$ cat src/rtl/axi4_stream_scb_pkg.sv
// Shared types and helpers for the AXI4-Stream scoreboard.
// The beat struct is sized for the widest supported stream; narrower streams zero-extend into it.
package axi4_stream_scb_pkg;
  localparam int DN_MAX    = 32;
  localparam int UW_MAX    = 32;
  localparam int CNT_W_MAX = 64;

  typedef struct packed {
    logic [8*DN_MAX-1:0] data;
    logic [DN_MAX-1:0]   keep;
    logic                last;
    logic [UW_MAX-1:0]   user;
  } axi4_stream_scb_beat_t;

  function automatic logic beat_match(input axi4_stream_scb_beat_t ex, input axi4_stream_scb_beat_t ac,
                                      input logic cmp_keep, input logic cmp_last, input logic cmp_user);
    logic ok;
    ok = 1'b1;
    if (cmp_keep) begin
      if (ex.keep != ac.keep) ok = 1'b0;
      for (int i = 0; i < DN_MAX; i++)
        if (ex.keep[i] && (ex.data[8*i +: 8] != ac.data[8*i +: 8])) ok = 1'b0;
    end else if (ex.data != ac.data) begin
      ok = 1'b0;
    end
    if (cmp_last && (ex.last != ac.last)) ok = 1'b0;
    if (cmp_user && (ex.user != ac.user)) ok = 1'b0;
    return ok;
  endfunction

  // Increment that sticks at the all-ones value of a w-bit counter.
  function automatic logic [CNT_W_MAX-1:0] sat_inc(input logic [CNT_W_MAX-1:0] v, input int w);
    logic [CNT_W_MAX-1:0] max;
    max = {CNT_W_MAX{1'b1}} >> (CNT_W_MAX - w);
    return (v >= max) ? v : v + 1'b1;
  endfunction
endpackage

$ cat src/rtl/axi4_stream_scb_fifo.sv
// Synchronous FIFO with first-word-fall-through head; extra pointer MSB separates full from empty.
module axi4_stream_scb_fifo #(
  parameter int W     = 8,
  parameter int DEPTH = 16,
  localparam int AW   = $clog2(DEPTH)
) (
  input  logic          clk,
  input  logic          rst_n,
  input  logic          clr,
  input  logic          wr_en,
  input  logic [W-1:0]  wr_data,
  input  logic          rd_en,
  output logic [W-1:0]  rd_data,
  output logic          full,
  output logic          empty,
  output logic [AW:0]   level
);
  logic [W-1:0] mem [DEPTH];
  logic [AW:0]  wr_ptr, rd_ptr;
  logic         wr_ok, rd_ok;

  assign empty   = (wr_ptr == rd_ptr);
  assign full    = (wr_ptr[AW] != rd_ptr[AW]) && (wr_ptr[AW-1:0] == rd_ptr[AW-1:0]);
  assign level   = wr_ptr - rd_ptr;
  assign rd_data = mem[rd_ptr[AW-1:0]];
  // A write into a full FIFO is accepted when the head leaves in the same cycle.
  assign wr_ok   = wr_en & (~full | rd_en);
  assign rd_ok   = rd_en & ~empty;

  always_ff @(posedge clk or negedge rst_n) begin
    if (!rst_n) begin
      wr_ptr <= '0;
      rd_ptr <= '0;
    end else if (clr) begin
      wr_ptr <= '0;
      rd_ptr <= '0;
    end else begin
      if (wr_ok) wr_ptr <= wr_ptr + 1'b1;
      if (rd_ok) rd_ptr <= rd_ptr + 1'b1;
    end
  end

  always_ff @(posedge clk) begin
    if (wr_ok && !clr) mem[wr_ptr[AW-1:0]] <= wr_data;
  end
endmodule

$ cat src/rtl/axi4_stream_scoreboard.sv
// Passive AXI4-Stream scoreboard: buffers expected-tap beats and checks each actual-tap beat
// against the oldest one, with counters and first-error capture.
module axi4_stream_scoreboard
  import axi4_stream_scb_pkg::*;
#(
  parameter int DN       = 1,
  parameter int UW       = 1,
  parameter int DEPTH    = 16,
  parameter int CNT_W    = 32,
  parameter int CMP_KEEP = 1,
  parameter int CMP_LAST = 1,
  parameter int CMP_USER = 0
) (
  input  logic                     ACLK,
  input  logic                     ARESETn,
  input  logic                     clr,
  input  logic                     exp_tvalid,
  input  logic                     exp_tready,
  input  logic [8*DN-1:0]          exp_tdata,
  input  logic [DN-1:0]            exp_tkeep,
  input  logic                     exp_tlast,
  input  logic [UW-1:0]            exp_tuser,
  input  logic                     act_tvalid,
  input  logic                     act_tready,
  input  logic [8*DN-1:0]          act_tdata,
  input  logic [DN-1:0]            act_tkeep,
  input  logic                     act_tlast,
  input  logic [UW-1:0]            act_tuser,
  output logic                     cmp_valid,
  output logic                     cmp_pass,
  output logic [CNT_W-1:0]         cmp_cnt,
  output logic [CNT_W-1:0]         err_cnt,
  output logic [CNT_W-1:0]         pkt_cnt,
  output logic                     ovf,
  output logic                     unf,
  output logic                     err_first,
  output logic [CNT_W-1:0]         err_beat,
  output logic [8*DN-1:0]          err_exp_data,
  output logic [8*DN-1:0]          err_act_data,
  output logic [$clog2(DEPTH):0]   level,
  output logic                     idle
);
  localparam int FW = 8*DN + DN + 1 + UW;

  logic push, pop, bypass, unexp, wr_en, rd_en, full, empty, match, fail, drop;
  logic [FW-1:0] head;
  axi4_stream_scb_beat_t e_in, e_head, e_cmp, a_in;
  logic [CNT_W_MAX-1:0] cmp_nx, err_nx, pkt_nx;

  assign push   = exp_tvalid & exp_tready;
  assign pop    = act_tvalid & act_tready;
  // Empty FIFO with both taps firing: compare straight against the incoming expected beat.
  assign bypass = push & pop & empty;
  assign unexp  = pop & empty & ~push;
  assign wr_en  = push & ~bypass;
  assign rd_en  = pop & ~empty;
  assign drop   = wr_en & full & ~pop;

  axi4_stream_scb_fifo #(.W(FW), .DEPTH(DEPTH)) u_fifo (
    .clk(ACLK), .rst_n(ARESETn), .clr(clr),
    .wr_en(wr_en), .wr_data({exp_tdata, exp_tkeep, exp_tlast, exp_tuser}),
    .rd_en(rd_en), .rd_data(head),
    .full(full), .empty(empty), .level(level)
  );

  always_comb begin
    e_in   = '0;
    e_head = '0;
    a_in   = '0;
    e_in.data[8*DN-1:0]   = exp_tdata;
    e_in.keep[DN-1:0]     = exp_tkeep;
    e_in.last             = exp_tlast;
    e_in.user[UW-1:0]     = exp_tuser;
    e_head.data[8*DN-1:0] = head[FW-1 -: 8*DN];
    e_head.keep[DN-1:0]   = head[UW+1 +: DN];
    e_head.last           = head[UW];
    e_head.user[UW-1:0]   = head[UW-1:0];
    a_in.data[8*DN-1:0]   = act_tdata;
    a_in.keep[DN-1:0]     = act_tkeep;
    a_in.last             = act_tlast;
    a_in.user[UW-1:0]     = act_tuser;
    e_cmp = empty ? e_in : e_head;
  end

  assign match  = beat_match(e_cmp, a_in, CMP_KEEP != 0, CMP_LAST != 0, CMP_USER != 0);
  assign fail   = pop & (unexp | ~match);
  assign cmp_nx = sat_inc(CNT_W_MAX'(cmp_cnt), CNT_W);
  assign err_nx = sat_inc(CNT_W_MAX'(err_cnt), CNT_W);
  assign pkt_nx = sat_inc(CNT_W_MAX'(pkt_cnt), CNT_W);
  assign idle   = (level == '0) & ~cmp_valid;

  always_ff @(posedge ACLK or negedge ARESETn) begin
    if (!ARESETn) begin
      cmp_valid <= 1'b0; cmp_pass <= 1'b0;
      cmp_cnt <= '0; err_cnt <= '0; pkt_cnt <= '0;
      ovf <= 1'b0; unf <= 1'b0; err_first <= 1'b0;
      err_beat <= '0; err_exp_data <= '0; err_act_data <= '0;
    end else if (clr) begin
      cmp_valid <= 1'b0; cmp_pass <= 1'b0;
      cmp_cnt <= '0; err_cnt <= '0; pkt_cnt <= '0;
      ovf <= 1'b0; unf <= 1'b0; err_first <= 1'b0;
      err_beat <= '0; err_exp_data <= '0; err_act_data <= '0;
    end else begin
      cmp_valid <= pop;
      cmp_pass  <= pop & ~fail;
      if (pop)             cmp_cnt <= cmp_nx[CNT_W-1:0];
      if (fail)            err_cnt <= err_nx[CNT_W-1:0];
      if (pop & act_tlast) pkt_cnt <= pkt_nx[CNT_W-1:0];
      if (drop)  ovf <= 1'b1;
      if (unexp) unf <= 1'b1;
      if (fail && !err_first) begin
        err_first    <= 1'b1;
        err_beat     <= cmp_cnt;
        err_exp_data <= unexp ? '0 : e_cmp.data[8*DN-1:0];
        err_act_data <= act_tdata;
      end
    end
  end
endmodule

$ cat config.mk
export PLATFORM = sky130hd
export DESIGN_NAME = axi4_stream_scoreboard
export DESIGN_NICKNAME = d
export VERILOG_FILES = /design/src/rtl/axi4_stream_scb_pkg.sv /design/src/rtl/axi4_stream_scb_fifo.sv /design/src/rtl/axi4_stream_scoreboard.sv
export SDC_FILE = /design/constraint.sdc
export NUM_CORES = 1
export LEC_CHECK = 0
export ABC_AREA = 1
export CAP_MARGIN = 15
export CORE_UTILIZATION = 53
export CTS_BUF_LIST = sky130_fd_sc_hd__clkbuf_4
export DETAILED_ROUTE_END_ITERATION = 16
export GPL_TIMING_DRIVEN = 0
export PLACE_DENSITY = 0.84
export SLEW_MARGIN = 20
export SYNTH_ARGS = -nofsm -noshare
export SYNTH_HDL_FRONTEND = slang
export SYNTH_SLANG_ARGS = --single-unit
$ cat constraint.sdc
create_clock -name ACLK -period 5.54 [get_ports ACLK]
set_input_delay 1.385 -clock ACLK [delete_from_list [all_inputs] [get_ports ACLK]]
set_output_delay 1.385 -clock ACLK [all_outputs]
set_load 0.005 [all_outputs]
## After elaboration in Yosys (flattened, before gate mapping)

Memories as Yosys holds them, arrays and structs flattened.
Cells that the tools add are included.

- $add $sub $neg: 6
- Magnitude comparators: 3
- Equal/unequal tests: 9
- Muxes and demuxes: 65
- Bitwise logic cells: 26
- Reductions and logical operators: 80

Operators by type and width:

| kind | number |
|---|---|
| two-way mux 32 bit | 11 |
| nonzero test 8 bit (first input constant) | 31 |
| adder 32 x 1 -> 32 bit (second input constant) | 3 |
| greater-or-equal comparator 32 bit (second input constant) | 3 |
| two-way mux 73 bit | 1 |
| two-way mux 1 bit | 44 |
| two-way mux 8 bit | 5 |
| logical AND 1 bit | 35 |
| inequality test 32 x 1 -> 1 bit | 1 |
| two-way mux 5 bit | 4 |
| AND 1 bit | 16 |
| nonzero test 2 bit | 8 |
| adder 5 x 1 -> 5 bit (second input constant) | 2 |
| inequality test 8 bit | 1 |
| inverter 1 bit | 8 |
| inequality test 2 bit (second input constant) | 3 |
| AND reduction 2 bit | 3 |
| equality test 5 bit | 1 |
| zero test 5 bit | 1 |
| subtractor 5 bit | 1 |
| equality test 4 bit | 1 |
| zero test 1 bit | 2 |
| inequality test 1 bit | 2 |
| OR 1 bit | 2 |

- Flip-flop bits (word level): 159
- RAM bits: 176
- Bits of input ports: 29
- Logic and storage cells: 203
- Memories: 1

Memory list:

| name | words | width | read ports | clocked after Yosys merged registers in | write ports | line | text |
|---|---|---|---|---|---|---|---|
| u_fifo.mem | 16 | 11 | 1 | 0 | 1 | axi4_stream_scb_fifo.sv:18 | `logic [W-1:0] mem [DEPTH];` |

## Depth between registers and ports, before layout

- Word-level depth: 43
- Depth in mapped cells: 24

## Cells and area by module

From an unflattened synthesis, not the netlist that was laid out.

- Cell total of the unflattened synthesis: 2,202
- Area, all modules: 17,655.7 µm²

Modules (own cells, without submodules):

| module | instances | cells each | area an instance (µm²) | sequential area each (µm²) |
|---|---|---|---|---|
| axi4_stream_scoreboard | 1 | 1,303 | 9,031.2 | 3,728.6 |
| axi4_stream_scb_fifo | 1 | 899 | 8,624.5 | 5,535.3 |

## Least setup slack after synthesis

Ideal clock, no wire load.

- Path kind: input to register
- From: in act_tvalid
- To: mem u_fifo.mem[11][10] (netlist name), enable pin
- Library setup time: 0.390 ns
- Arrival: 3.066 ns
- Slack: 2.084 ns
- Stages on the path: 9
- Path through: nand2_1 inv_1 nand2_1 nand2_1 a31oi_1 inv_1 nor2_1 inv_1 nor3_1

- Cells in the longest elaborated chain, start to end: 9

RTL lines:

| item | line | text |
|---|---|---|
| start: declaration | axi4_stream_scoreboard.sv:23 | `input logic act_tvalid,` |
| AND 1 bit (*) | axi4_stream_scoreboard.sv:51 | `assign pop = act_tvalid & act_tready;` |
| AND 1 bit (2 in a row) | axi4_stream_scoreboard.sv:53 | `assign bypass = push & pop & empty;` |
| inverter 1 bit | axi4_stream_scoreboard.sv:55 | `assign wr_en = push & ~bypass;` |
| AND 1 bit | axi4_stream_scoreboard.sv:55 |  |
| AND 1 bit (*) | axi4_stream_scb_fifo.sv:27 | `assign wr_ok = wr_en & (~full \| rd_en);` |
| logical AND 1 bit (*) | axi4_stream_scb_fifo.sv:44 | `if (wr_ok && !clr) mem[wr_ptr[AW-1:0]] <= wr_data;` |
| two-way mux 1 bit (*) | axi4_stream_scb_fifo.sv:44 |  |
| two-way mux 1 bit (not written as such) (*) | axi4_stream_scb_fifo.sv:44 |  |
| end: declaration | axi4_stream_scb_fifo.sv:18 |  |

Mark *: on every way between the ends. The rest lies on a longest branch, timed or not.

## Worst setup path in the final report

- From: reg u_fifo.rd_ptr[2]
- To: out level[4]

- Cells in the longest elaborated chain, start to end: 1

RTL lines:

| item | line | text |
|---|---|---|
| start: declaration | axi4_stream_scb_fifo.sv:19 | `logic [AW:0] wr_ptr, rd_ptr;` |
| start signal: assignment | axi4_stream_scb_fifo.sv:39 | `if (rd_ok) rd_ptr <= rd_ptr + 1'b1;` |
| subtractor 5 bit | axi4_stream_scb_fifo.sv:24 | `assign level = wr_ptr - rd_ptr;` |
| end: declaration | axi4_stream_scoreboard.sv:40 | `output logic [$clog2(DEPTH):0] level,` |

Every way passes these cells.

==> impl_metrics.py <==
metrics = {
    "outcome": {
        "status": "complete, no violations",
    },
    "pwr": {
        "power_density_nw_per_um2": 260,
        "irDropWorstVdd_uv": 135,
        "total_leakage_power_nw": 7.97,
    },
    "cts": {
        "cts_sinks": 319,
        "cts_setup_buffers": 0,
        "cts_made_buffers": 83,
        "cts_resized": 0,
        "cts_tree": "built",
        "clk_transition_reported_paths_ns": 0.07,
        "clock_latency_ns": 0.76,
        "cts_root_buffer": "clkbuf_4",
        "clock_path_buffers": 3,
        "cts_hold_buf": 0,
        "htreeDepth": 3,
    },
    "yosys": {
        "synth_edf_count": 160,
        "async_reset_ff_share_pct": 49.8,
        "synth.distinct_cells": 44,
        "synth-seq-cells": 319,
        "synth_area_um2": 15700,
        "synth_nets": 1868,
        "avgSynthCellArea_um2": 8.62,
        "synth_top_cell_by_area": "edfxtp_1",
        "synthCells": 1826,
        "yosys_warnings": 0,
        "seq_area_frac_synth_pct": 55.8,
        "synth_top_area_share_pct": 30.5,
        "ys.flop_type": "edfxtp_1",
        "synthTopCellsByArea": "edfxtp_1 31%, dfrtp_1 25%, nand2_1 12%, nand3_1 6.0%, nor2_1 5.3%",
    },
    "run": {
        "maxCapViolCount": 0,
    },
    "drt": {
        "antenna_left": 0,
        "vias": 14515,
        "finalWirelength_um": 46700,
        "drt_iter0_markers": 1763,
        "avgViaCountPerCell": 5.72,
        "firstDrtPassIters": 6,
        "wire_per_inst_um": 18.4,
        "drc": 0,
    },
    "floorplanning": {
        "die_h_um": 174,
        "start_util_pct": 54.4,
        "die_area_um2": 30400,
        "row_count": 62,
        "die_x_um": 174,
        "ioPinCount": 184,
        "core_um2": 28900,
    },
    "global_route": {
        "grt_pass1_wl_um": 72700,
        "antenna_found_initial": 1,
        "grt_pass1_vias": 13766,
        "gr-usage-all-layers_pct": 30.7,
        "overflow": 0,
        "grt_max_degree": 83,
    },
    "worst_setup_path": {
        "rrSetupSlack_ns": 1.49,
        "r2r_end": "u_fifo.mem[14][1]",
        "rr_worst_depth": 12,
        "worst_setup_path_end_kind": "output pin",
        "slowest_stage": "clkdlybuf4s50_1",
        "cp_common_cell": "inv_1",
        "worstPathMaxFanout": 10,
        "max_stage_delay_ns": 0.59,
        "rr_startpoint": "u_fifo.rd_ptr[2]",
        "required_ns": 4.16,
        "worstPathCellList": "inv_1, clkbuf_1, ha_1, inv_1, o21ai_0, a21oi_1, xor2_1, clkdlybuf4s50_1",
        "critPathKind": "flip-flop to output pin",
        "crit_arrival_ns": 3.54,
        "cp-start-kind": "flip-flop",
    },
    "sta": {
        "fin_crit_ns": 4.92,
        "hold_violations": 0,
        "fmax_mhz": 203,
        "worst_pin_slew_ns": 1.14,
        "rsz0062_at_grt": "no",
        "post-route-period-util_pct": 88.9,
        "setup_tns_ns": 0,
        "setup_viol": 0,
        "finalClockSkew_ns": 0.0859,
        "slew_headroom_pct": 23.4,
        "drv_slew": 0,
    },
    "min_path": {
        "hold_start": "u_fifo.wr_ptr[4]",
        "hold_path_depth": 1,
        "hold_end": "u_fifo.wr_ptr[4]",
        "hold_class": "flip-flop to flip-flop",
    },
    "cells_and_area": {
        "finalInstanceArea_um2": 19100,
        "area_delta_synth_final_pct": 21.4,
        "drive_above_1_share_pct": 9.24,
        "nets": 2137,
    },
    "place": {
        "routabilityCongestion": 0.983,
        "numPortBuffers": 180,
        "hpwl_um": 32400,
        "placed_area_um2": 18100,
    },
}
[where the power goes]
| part | leakage (nW) | internal [mW] | switching [mW] | total (mW) |
|---|---|---|---|---|
| Sequential | 3.64 | 2.52 | 0.0215 | 2.54 |
| Clock | 0.594 | 0.976 | 0.998 | 1.97 |
| Combinational | 3.73 | 0.158 | 0.292 | 0.450 |
[layer usage]
layer | track usage (%) | part of all wire [%]
met4 | 15.1 | 3.9
met2 | 46.7 | 45
met3 | 6.85 | 11
met1 | 41.7 | 40
met5 | 0 | 0
[cells in the mapped netlist, types with 3 or more instances]
master	instances
nand2_1	491
nor2_1	221
nand3_1	189
inv_1	166
edfxtp_1	160
dfrtp_1	159
o21ai_0	76
nor3_1	63
a21oi_1	43
xor2_1	34
clkbuf_1	33
buf_2	29
nand4_1	26
o31ai_1	21
nor4_1	17
xnor2_1	13
ha_1	12
buf_6	8
o211ai_1	8
a31oi_1	5
buf_1	5
buf_4	5
or2_1	5
inv_2	4
nor2_2	4
o21a_1	4
o21ai_1	3
or2_2	3
[flip-flops by register name, indices dropped and copies added, names as in the netlist, 5 cells and up]
name,count
u_fifo.wr_ptr,5
err_exp_data,8
u_fifo.mem,160
cmp_cnt,32
err_beat,32
err_cnt,32
u_fifo.rd_ptr,5
err_act_data,8
pkt_cnt,32
[placed cells by master, fill, tap and decap left out, types with 43 or more instances in the layout]
cell type / n
nand2_1: 491
nor2_1: 218
nand3_1: 189
clkdlybuf4s50_1: 179
inv_1: 166
edfxtp_1: 160
dfrtp_1: 159
clkbuf_4: 116
o21ai_0: 76
nor3_1: 59
a21oi_1: 43
[worst max-delay path by stage]
stage,start,slack [ns],to,cells after the start
after floorplan,act_tvalid,2.08,u_fifo.mem[11][10],9
after global placement,ARESETn,-3.34,pkt_cnt[28],1
after detailed placement,act_tvalid,1.06,u_fifo.mem[5][2],10
after CTS,u_fifo.rd_ptr[2],0.66,idle,8
after global routing,u_fifo.rd_ptr[2],0.52,idle,8
final,u_fifo.rd_ptr[2],0.62,level[4],8
[kinds of logic (layout without fill, tap and decap cells)]
| family | after synthesis | after routing | share of synthesized area, % |
|---|---|---|---|
| AND/OR/NAND/NOR | 1031 | 1031 | 27.9 |
| XOR/XNOR | 47 | 47 | 2.62 |
| buffers and inverters | 250 | 577 | 6.69 |
| AO/OA/AOI/OAI | 166 | 166 | 5.95 |
| other | 0 | 1 | 0 |
| flip-flops | 319 | 319 | 55.8 |
| adder cells (fa/ha/maj) | 13 | 13 | 1.08 |
[layout make-up]
class	instances	area (um^2)
plain buffers	80	415
well taps	384	480
clock inverters	27	138
diodes	1	2.50
multi-input cells	1257	5930
flip-flops and latches	319	8780
fillers	2241	9820
repair buffers	184	1860
clock buffers	116	871
inverters	170	638
[critical path, delay by kind of cell, from the launching register on]
kind                     cells  cell delay (ns)
XOR/XNOR                     1             0.37
buffers and inverters        4             1.39
flip-flops                   1             0.45
AO/OA/AOI/OAI                2             0.24
adder cells (fa/ha/maj)      1             0.40
[per-stage QoR]
step	std cells	utilization [%]	power, mW	hold slack [ns]	setup slack (ns)
after floorplan	1826	-	2.81	0.453	2.08
after global placement	2390	62.3	3.01	0.472	-3.34
after detailed placement	2394	62.6	3.03	0.491	1.06
after CTS	2537	66.0	4.97	0.498	0.662
after global routing	2538	66.1	5.14	0.512	0.517
final	2538	66.1	4.96	0.498	0.617
No activity file was read; power rests on OpenSTA's default activity.
